`src/rtl/memory_access_pkg.sv`:
```
// Shared types and constants for the memory-stage access controller:
// FSM states, RISC-V load/store func3 codes and byte-enable patterns.
package memory_access_pkg;

    typedef enum logic [1:0] {
        IDLE          = 2'd0,
        REQUEST       = 2'd1,
        WAIT_RESPONSE = 2'd2,
        DONE          = 2'd3
    } memoryAccessState_t;

    localparam logic [2:0] FUNC3_LB  = 3'b000;
    localparam logic [2:0] FUNC3_LH  = 3'b001;
    localparam logic [2:0] FUNC3_LW  = 3'b010;
    localparam logic [2:0] FUNC3_LBU = 3'b100;
    localparam logic [2:0] FUNC3_LHU = 3'b101;

    localparam logic [3:0] BE_BYTE = 4'b0001;
    localparam logic [3:0] BE_HALF = 4'b0011;
    localparam logic [3:0] BE_WORD = 4'b1111;

    // Undefined func3 codes decode as word accesses, so they need word alignment.
    function automatic logic is_misaligned(input logic [2:0] f3, input logic [1:0] offset);
        logic result;
        case (f3)
            FUNC3_LB, FUNC3_LBU: result = 1'b0;
            FUNC3_LH, FUNC3_LHU: result = offset[0];
            default:             result = (offset != 2'b00);
        endcase
        return result;
    endfunction

endpackage

```
`src/rtl/load_store_aligner.sv`:
```
// Combinational lane steering: store byte enables / replicated write data,
// and byte/halfword extraction with sign or zero extension for loads.
module load_store_aligner
    import memory_access_pkg::*;
(
    input  logic [2:0]  storeFunc3,
    input  logic [1:0]  storeOffset,
    input  logic [31:0] storeData,
    output logic [3:0]  byteEnable,
    output logic [31:0] writeData,
    input  logic [2:0]  loadFunc3,
    input  logic [1:0]  loadOffset,
    input  logic [31:0] rawData,
    output logic [31:0] loadResult
);

    logic [7:0]  loadByte;
    logic [15:0] loadHalf;

    always_comb begin
        byteEnable = BE_WORD;
        writeData  = storeData;
        case (storeFunc3)
            FUNC3_LB, FUNC3_LBU: begin
                byteEnable = BE_BYTE << storeOffset;
                writeData  = {4{storeData[7:0]}};
            end
            FUNC3_LH, FUNC3_LHU: begin
                byteEnable = BE_HALF << storeOffset;
                writeData  = {2{storeData[15:0]}};
            end
            default: ;
        endcase
    end

    always_comb begin
        loadByte = rawData[7:0];
        case (loadOffset)
            2'd1:    loadByte = rawData[15:8];
            2'd2:    loadByte = rawData[23:16];
            2'd3:    loadByte = rawData[31:24];
            default: loadByte = rawData[7:0];
        endcase
        loadHalf = loadOffset[1] ? rawData[31:16] : rawData[15:0];

        case (loadFunc3)
            FUNC3_LB:  loadResult = {{24{loadByte[7]}}, loadByte};
            FUNC3_LBU: loadResult = {24'd0, loadByte};
            FUNC3_LH:  loadResult = {{16{loadHalf[15]}}, loadHalf};
            FUNC3_LHU: loadResult = {16'd0, loadHalf};
            default:   loadResult = rawData;
        endcase
    end

endmodule

```
`src/rtl/memory_access_unit.sv`:
```
// Memory-stage controller: issues one data-memory access per instruction,
// stalls the pipeline while it is outstanding, and reports load/error results.
module memory_access_unit
    import memory_access_pkg::*;
#(
    parameter int RESPONSE_TIMEOUT = 255
) (
    input  logic               clock,
    input  logic               reset,
    input  logic               memoryReadEnable,
    input  logic               memoryWriteEnable,
    input  logic [31:0]        alu,
    input  logic [31:0]        rs2,
    input  logic [2:0]         func3,
    output logic               dataRequestValid,
    input  logic               dataRequestReady,
    output logic               dataRequestWrite,
    output logic [31:0]        dataAddress,
    output logic [31:0]        dataWriteData,
    output logic [3:0]         dataByteEnable,
    input  logic               dataResponseValid,
    input  logic [31:0]        dataResponseData,
    output logic [31:0]        loadData,
    output logic               loadDataValid,
    output logic               stall,
    output logic               misaligned,
    output logic               busError,
    output memoryAccessState_t debugState
);

    localparam logic [7:0] TIMEOUT_COUNT = 8'(RESPONSE_TIMEOUT);

    memoryAccessState_t state, nextState;
    logic [7:0]  counter;
    logic [31:0] addressQ, writeDataQ, loadDataQ;
    logic [3:0]  byteEnableQ;
    logic [2:0]  func3Q;
    logic [1:0]  offsetQ;
    logic        writeQ, loadDoneQ, misalignedQ, busErrorQ;

    logic        accessRequested, accessMisaligned;
    logic [3:0]  alignedByteEnable;
    logic [31:0] alignedWriteData, extractedLoad;

    assign accessRequested  = memoryReadEnable | memoryWriteEnable;
    assign accessMisaligned = is_misaligned(func3, alu[1:0]);

    load_store_aligner aligner (
        .storeFunc3  (func3),
        .storeOffset (alu[1:0]),
        .storeData   (rs2),
        .byteEnable  (alignedByteEnable),
        .writeData   (alignedWriteData),
        .loadFunc3   (func3Q),
        .loadOffset  (offsetQ),
        .rawData     (dataResponseData),
        .loadResult  (extractedLoad)
    );

    // Request handshake: a transfer happens on a rising edge where
    // dataRequestValid and dataRequestReady are both 1; until then every
    // data* output holds its latched value and valid stays asserted.
    always_comb begin
        nextState = state;
        case (state)
            IDLE:          if (accessRequested) nextState = accessMisaligned ? DONE : REQUEST;
            REQUEST:       if (dataRequestReady) nextState = writeQ ? DONE : WAIT_RESPONSE;
            WAIT_RESPONSE: if (dataResponseValid || counter == TIMEOUT_COUNT) nextState = DONE;
            DONE:          nextState = IDLE;
            default:       nextState = IDLE;
        endcase
    end

    always_ff @(posedge clock) begin
        if (!reset) begin
            state       <= IDLE;
            counter     <= '0;
            addressQ    <= '0;
            writeDataQ  <= '0;
            byteEnableQ <= '0;
            func3Q      <= '0;
            offsetQ     <= '0;
            writeQ      <= 1'b0;
            loadDataQ   <= '0;
            loadDoneQ   <= 1'b0;
            misalignedQ <= 1'b0;
            busErrorQ   <= 1'b0;
        end else begin
            state <= nextState;
            case (state)
                IDLE: begin
                    counter     <= '0;
                    loadDoneQ   <= 1'b0;
                    misalignedQ <= 1'b0;
                    busErrorQ   <= 1'b0;
                    if (accessRequested) begin
                        if (accessMisaligned) begin
                            misalignedQ <= 1'b1;
                        end else begin
                            addressQ    <= {alu[31:2], 2'b00};
                            writeQ      <= memoryWriteEnable;
                            byteEnableQ <= alignedByteEnable;
                            writeDataQ  <= memoryWriteEnable ? alignedWriteData : 32'd0;
                            func3Q      <= func3;
                            offsetQ     <= alu[1:0];
                        end
                    end
                end
                // A response arriving in the same cycle as the timeout wins.
                WAIT_RESPONSE: begin
                    counter <= counter + 8'd1;
                    if (dataResponseValid) begin
                        loadDataQ <= extractedLoad;
                        loadDoneQ <= 1'b1;
                    end else if (counter == TIMEOUT_COUNT) begin
                        loadDataQ <= '0;
                        busErrorQ <= 1'b1;
                    end
                end
                default: ;
            endcase
        end
    end

    assign dataRequestValid = (state == REQUEST);
    assign dataRequestWrite = writeQ;
    assign dataAddress      = addressQ;
    assign dataWriteData    = writeDataQ;
    assign dataByteEnable   = byteEnableQ;
    assign loadData         = loadDataQ;
    assign loadDataValid    = (state == DONE) && loadDoneQ;
    assign misaligned       = (state == DONE) && misalignedQ;
    assign busError         = (state == DONE) && busErrorQ;
    assign stall            = ((state == IDLE) && accessRequested)
                              || (state == REQUEST) || (state == WAIT_RESPONSE);
    assign debugState       = state;

endmodule

```
`config.mk`:
```
export PLATFORM = sky130hd
export DESIGN_NAME = memory_access_unit
export DESIGN_NICKNAME = d
export VERILOG_FILES = /design/src/rtl/memory_access_pkg.sv /design/src/rtl/load_store_aligner.sv /design/src/rtl/memory_access_unit.sv
export SDC_FILE = /design/constraint.sdc
export NUM_CORES = 1
export LEC_CHECK = 0
export ABC_AREA = 0
export BUFFER_PORTS_ARGS = -buffer_cell sky130_fd_sc_hd__buf_2
export CORE_MARGIN = 2
export CORE_UTILIZATION = 45
export CTS_BUF_LIST = sky130_fd_sc_hd__clkbuf_8
export DETAILED_ROUTE_END_ITERATION = 10
export PLACE_DENSITY = 0.74
export SLEW_MARGIN = 20
export SYNTH_ARGS = -nofsm -noshare
export SYNTH_HDL_FRONTEND = slang
export SYNTH_HIERARCHICAL = 1
export SYNTH_SLANG_ARGS = --single-unit
```
`constraint.sdc`:
```
create_clock -name clock -period 2.1 [get_ports clock]
set_input_delay 0.42 -clock clock [delete_from_list [all_inputs] [get_ports clock]]
set_output_delay 0.42 -clock clock [all_outputs]
set_load 0.03 [all_outputs]
```
# == After elaboration in Yosys (flattened, before gate mapping) ==
# Cells that the tools add are included.
# totals
inputBits,105
out_inout_bits,108
wordCells,79
register_bits,117
# classes
n_addsub,1
n_eq_ne,19
shift,2
muxes,23
bitwise_logic,2
reduce_logical,20
# op_table
operator,count
32-bit one-hot mux with 4 select lines,1
32-bit 2-to-1 mux,3
32-bit one-hot mux with 2 select lines,1
8-bit one-hot mux with 3 select lines,1
16-bit 2-to-1 mux,1
8-bit one-hot mux with 2 select lines,1
3-bit equality test (second input constant),4
2-bit inequality test (second input constant),5
3-bit AND reduction,3
8-bit by 1-bit adder with 8-bit output (second input constant),1
2-bit equality test (second input constant),4
8-bit equality test (second input constant),1
2-bit 2-to-1 mux,4
2-bit one-hot mux with 4 select lines,1
4-bit one-hot mux with 2 select lines,1
3-bit by 1-bit equality test with 1-bit output (second input constant),2
3-bit zero test,2
1-bit 2-to-1 mux,6
1-bit one-hot mux with 2 select lines,3
2-bit nonzero test,3
2-bit by 1-bit equality test with 1-bit output (second input constant),2
1-bit logical AND,4
2-bit AND reduction,2
2-bit OR reduction,2
7 further kinds,9

# == Logic depth before layout (Yosys ltp) ==
# logic_depth
word_depth,6
ltp_mapped,8

# == Hierarchy ==
# Netlist, hierarchy kept.
# modules_own_cells
module,instances,area_each_um2,cells_per_inst,seq_area_each_um2
memory_access_unit,1,4485.6,477,2342.2
load_store_aligner,1,1396.3,185,0.0

# == Least setup slack after synthesis ==
# No wires, ideal clock.
# synth_path
path_type,flip-flop to output port
start,"reg state[0], in the netlist debugState[0]"
end,out stall
stages_incl_launch_ff,5
path_slack_ps,72
t_required_ps,1680
arrival_time_ps,1608
n_path_buf,1
path_cell_list,dfxtp_1 inv_1 ha_1 buf_2 or3_1
# synth_via
elab_chain_len,4
# synth_rtl
element,line_no,rtl
"start, declared",memory_access_unit.sv:33,"memoryAccessState_t state, nextState;"
"start signal, assigned",memory_access_unit.sv:89,state <= nextState;
2-bit zero test,memory_access_unit.sv:134,assign stall = ((state == IDLE) && accessRequested)
1-bit logical AND,memory_access_unit.sv:134,
1-bit logical OR,memory_access_unit.sv:135,|| (state == REQUEST) || (state == WAIT_RESPONSE);
1-bit logical OR (*),memory_access_unit.sv:135,
"end, declared",memory_access_unit.sv:25,"output logic stall,"
# Mark *: on every way between the ends. The rest lies on a longest branch, timed or not.

# == Worst setup path in the final report ==
# layout_path
start,"reg state[1], in the netlist debugState[1]"
end,out stall
# The elaborated chain is that of the path after synthesis.

==> impl_metrics.toml <==
[status]
status = "finished, final reports clean"

[synth]
synth_top_family_by_area = "compound AO/OA/AOI/OAI gates"
synth-edff-count = 0
synth-async-reset-ratio_pct = 0
syn_inst = 662
synth_cell_types = 54
netlist_area_sq_um = 5880
yosysTopAreaCell = "dfxtp_1"
ys_seq_area_share_pct = 39.8
yosys.area_share.adder_pct = 1.06
synth_xor_xnor_area_share_pct = 0.298
synth_area_leaders = "dfxtp_1, nand2_1, a21boi_1, a22o_1, nand3_1"
synth.avg_cell_area_sq_um = 8.89
yosysWarnings = 6
synth_top_area_share_pct = 39.8
synth-compound-area-share_pct = 25.0
synth_simple_gate_area_share_pct = 17.7
yosysMostFrequentCell = "nand2_1"
synthMuxAreaShare_pct = 8.49
yosys-top-cells-count = "nand2_1, dfxtp_1, a21boi_1, nand3_1, a22o_1"
ys_ff_latch = 117
synth_flop_cell = "dfxtp_1"

[final_layout]
diodes = 0
area_delta_synth_final_pct = 25.8
drive_above_1_share_pct = 36.1
final_cells = 1034
final_nets = 959
multiInputGateArea_sq_um = 3120
seq_area_sq_um = 2350
fill_cells = 1181

[floorplan]
initial_core_util_pct = 46.4
die_y_um = 118
core_area_sq_um = 12700
chipWidth_um = 118
dieArea_sq_um = 14000
boundaryPins = 213
rows = 41

[cts]
clk_pin_slew_worst_paths_ns = 0.07
cts_tree = "built"
clock_latency_ns = 0.43
cts_made_buffers = 17
cts_root_buf = "clkbuf_8"
cts_hold_buf = 0
cts_sinks = 117
cts_buffer_depth = 2
htree_levels = 4

[global_route]
grt_max_degree = 71
antenna_found_initial = 1
grt_usage_pct = 23.0
grt_pass1_wl_um = 26100
grt_pass1_vias = 5296
grt.overflow.total = 0

[placement]
dp_cells = 999
gp_congestion = 0.907
hpwl_um = 11300
portBuffers = 210

[timing]
slew_headroom_pct = 55.5
final-hold-violation-count = 0
fmax_mhz = 493
slew_viol_final = 0
fin_crit_sh_pct = 96.6
tightest_slew_ns = 0.667
setup_viol = 0
rsz0062_at_grt = "false"
fin_skew_ns = 0.00992
layout_min_cycle_time_ns = 2.03
setup_tns_ns = 0

[power_and_ir_drop]
switching_share_pct = 36.9
p_comb_share_pct = 36.1
clkPwrFrac_pct = 28.9
finalPower_uw = 7700
leakage_uw = 0.00333
vdd_drop_max_uv = 689
p_int_uw = 4860
pwr_density_cell_nw_per_um2 = 1040
power_frac_seq_pct = 35.0
p_sw_uw = 2840

[drt]
vias = 5502
dr.pass1.iters = 5
drtIter0Drc = 369
drc = 0
antenna_left = 0
drt_wl_total_um = 16300
viasPerCell = 5.32
avgRoutedWirePerCell_um = 15.8

[critical_path]
critPathRequiredTime_ns = 1.68
worstSetupPathType = "flop to output port"
reg2regPathDepth = 5
startpoint_type = "flop"
reg2reg_slack_ns = 0.34
cp-end-kind = "output port"
r2r_start = "offsetQ[1]"
critPathArrivalTime_ns = 1.61
crit_fanout = 4
reg2reg_to = "loadData[2]"

[worst_hold_path]
worstHoldStart = "alu[3]"
hold_end = "dataAddress[3]"
hp-class = "input pin to flop"
min_delay_path_depth = 3

[run]
drv_cap = 0
[metrics by stage]
step | hold slack (ns) | area [sq um] | util, % | setup slack (ns)
2_1_floorplan | 0.430 | 5890 | - | 0.0718
3_3_place_gp | 0.433 | 6920 | 54.6 | 0.306
3_5_place_dp | 0.440 | 6920 | 54.6 | 0.271
4_1_cts | 0.182 | 7380 | 58.3 | 0.0200
5_1_grt | 0.194 | 7400 | 58.4 | 0.0114
6_report | 0.216 | 7400 | 58.4 | 0.0705
[cell usage in the layout (no fill, tap or decap), types with 4 or more instances in the layout]
cell         n
mux2i_1      9
and2_1       4
a21oi_1     17
mux2_2      16
clkinv_2     5
inv_1       14
nand2b_1     4
nor2b_1     16
buf_4       17
nor2_1      13
nand2_1    146
o21ai_0     20
a21boi_0     7
a311oi_1     7
a21boi_1    70
o211ai_1     4
dfxtp_1    115
bufinv_16    4
a22o_1      32
o221ai_1     8
clkbuf_8    19
nand3_1     37
o22ai_2      7
buf_2      209
mux4_1       5
a22oi_1      4
[critical path, cell delays in order, from the launching register on]
cell	delay (ns)
dfxtp_2	0.33
inv_1	0.07
ha_2	0.18
o21a_4	0.12
or3_4	0.33
buf_6	0.15
[sequential cells by signal, summed over array words and instances (netlist names)]
name,flops
busErrorQ,1
counter,8
dataAddress,30
dataByteEnable,4
dataRequestWrite,1
dataWriteData,32
debugState,2
func3Q,3
loadData,32
loadDoneQ,1
misalignedQ,1
offsetQ,2
[cell families (layout without fill, tap and decap cells)]
family          Yosys count  after routing
simple gates            235            235
mux                      35             35
other cells               1              2
compound gates          191            191
xor+xnor                  2              2
fa+ha+maj                 5              5
buf+inv                  76            275
flops                   117            117
[worst max path at each step]
| stage | start | to | slack, ns | cells past startpoint |
|---|---|---|---|---|
| after detailed placement | debugState[0] | stall | 0.27 | 5 |
| after CTS | debugState[0] | stall | 0.02 | 5 |
| after floorplan | debugState[0] | stall | 0.07 | 4 |
| after global routing | debugState[1] | stall | 0.01 | 5 |
| after global placement | debugState[0] | stall | 0.31 | 5 |
| final | debugState[1] | stall | 0.07 | 5 |
[area by class of cell]
class	count	area share (%)
well taps	172	2.91
flip-flops and latches	117	31.7
clock inverters	13	2.22
clock buffers	19	3.53
multi-input cells	470	42.1
inverters	13	0.660
repair buffers	230	16.8
[power by group through the flow]
stage / Combinational [uW] / Clock [uW] / Sequential, uW
2_1_floorplan: 1520 / 0 / 3200
3_3_place_gp: 2640 / 0 / 2730
3_5_place_dp: 2660 / 0 / 2740
4_1_cts: 2750 / 2290 / 2690
5_1_grt: 3010 / 2380 / 2730
6_report: 2780 / 2230 / 2690
[per-layer routing]
metal	wire length (um)	vias to the layer above	global-route usage, %
met1	6720	2535	28.2
met3	1560	27	8.78
met5	13	-	0
met2	7760	250	37.0
met4	230	2	7.83
li1	-	2688	-
[timing repair]
item                                    CTS  global route
hold endpoints to repair                  0             0
endpoints found under the setup margin    1             1
gates cloned                              0             0
gates resized for setup                   6             4
buffers inserted                          3             0
No activity file was read; power rests on OpenSTA's default activity.
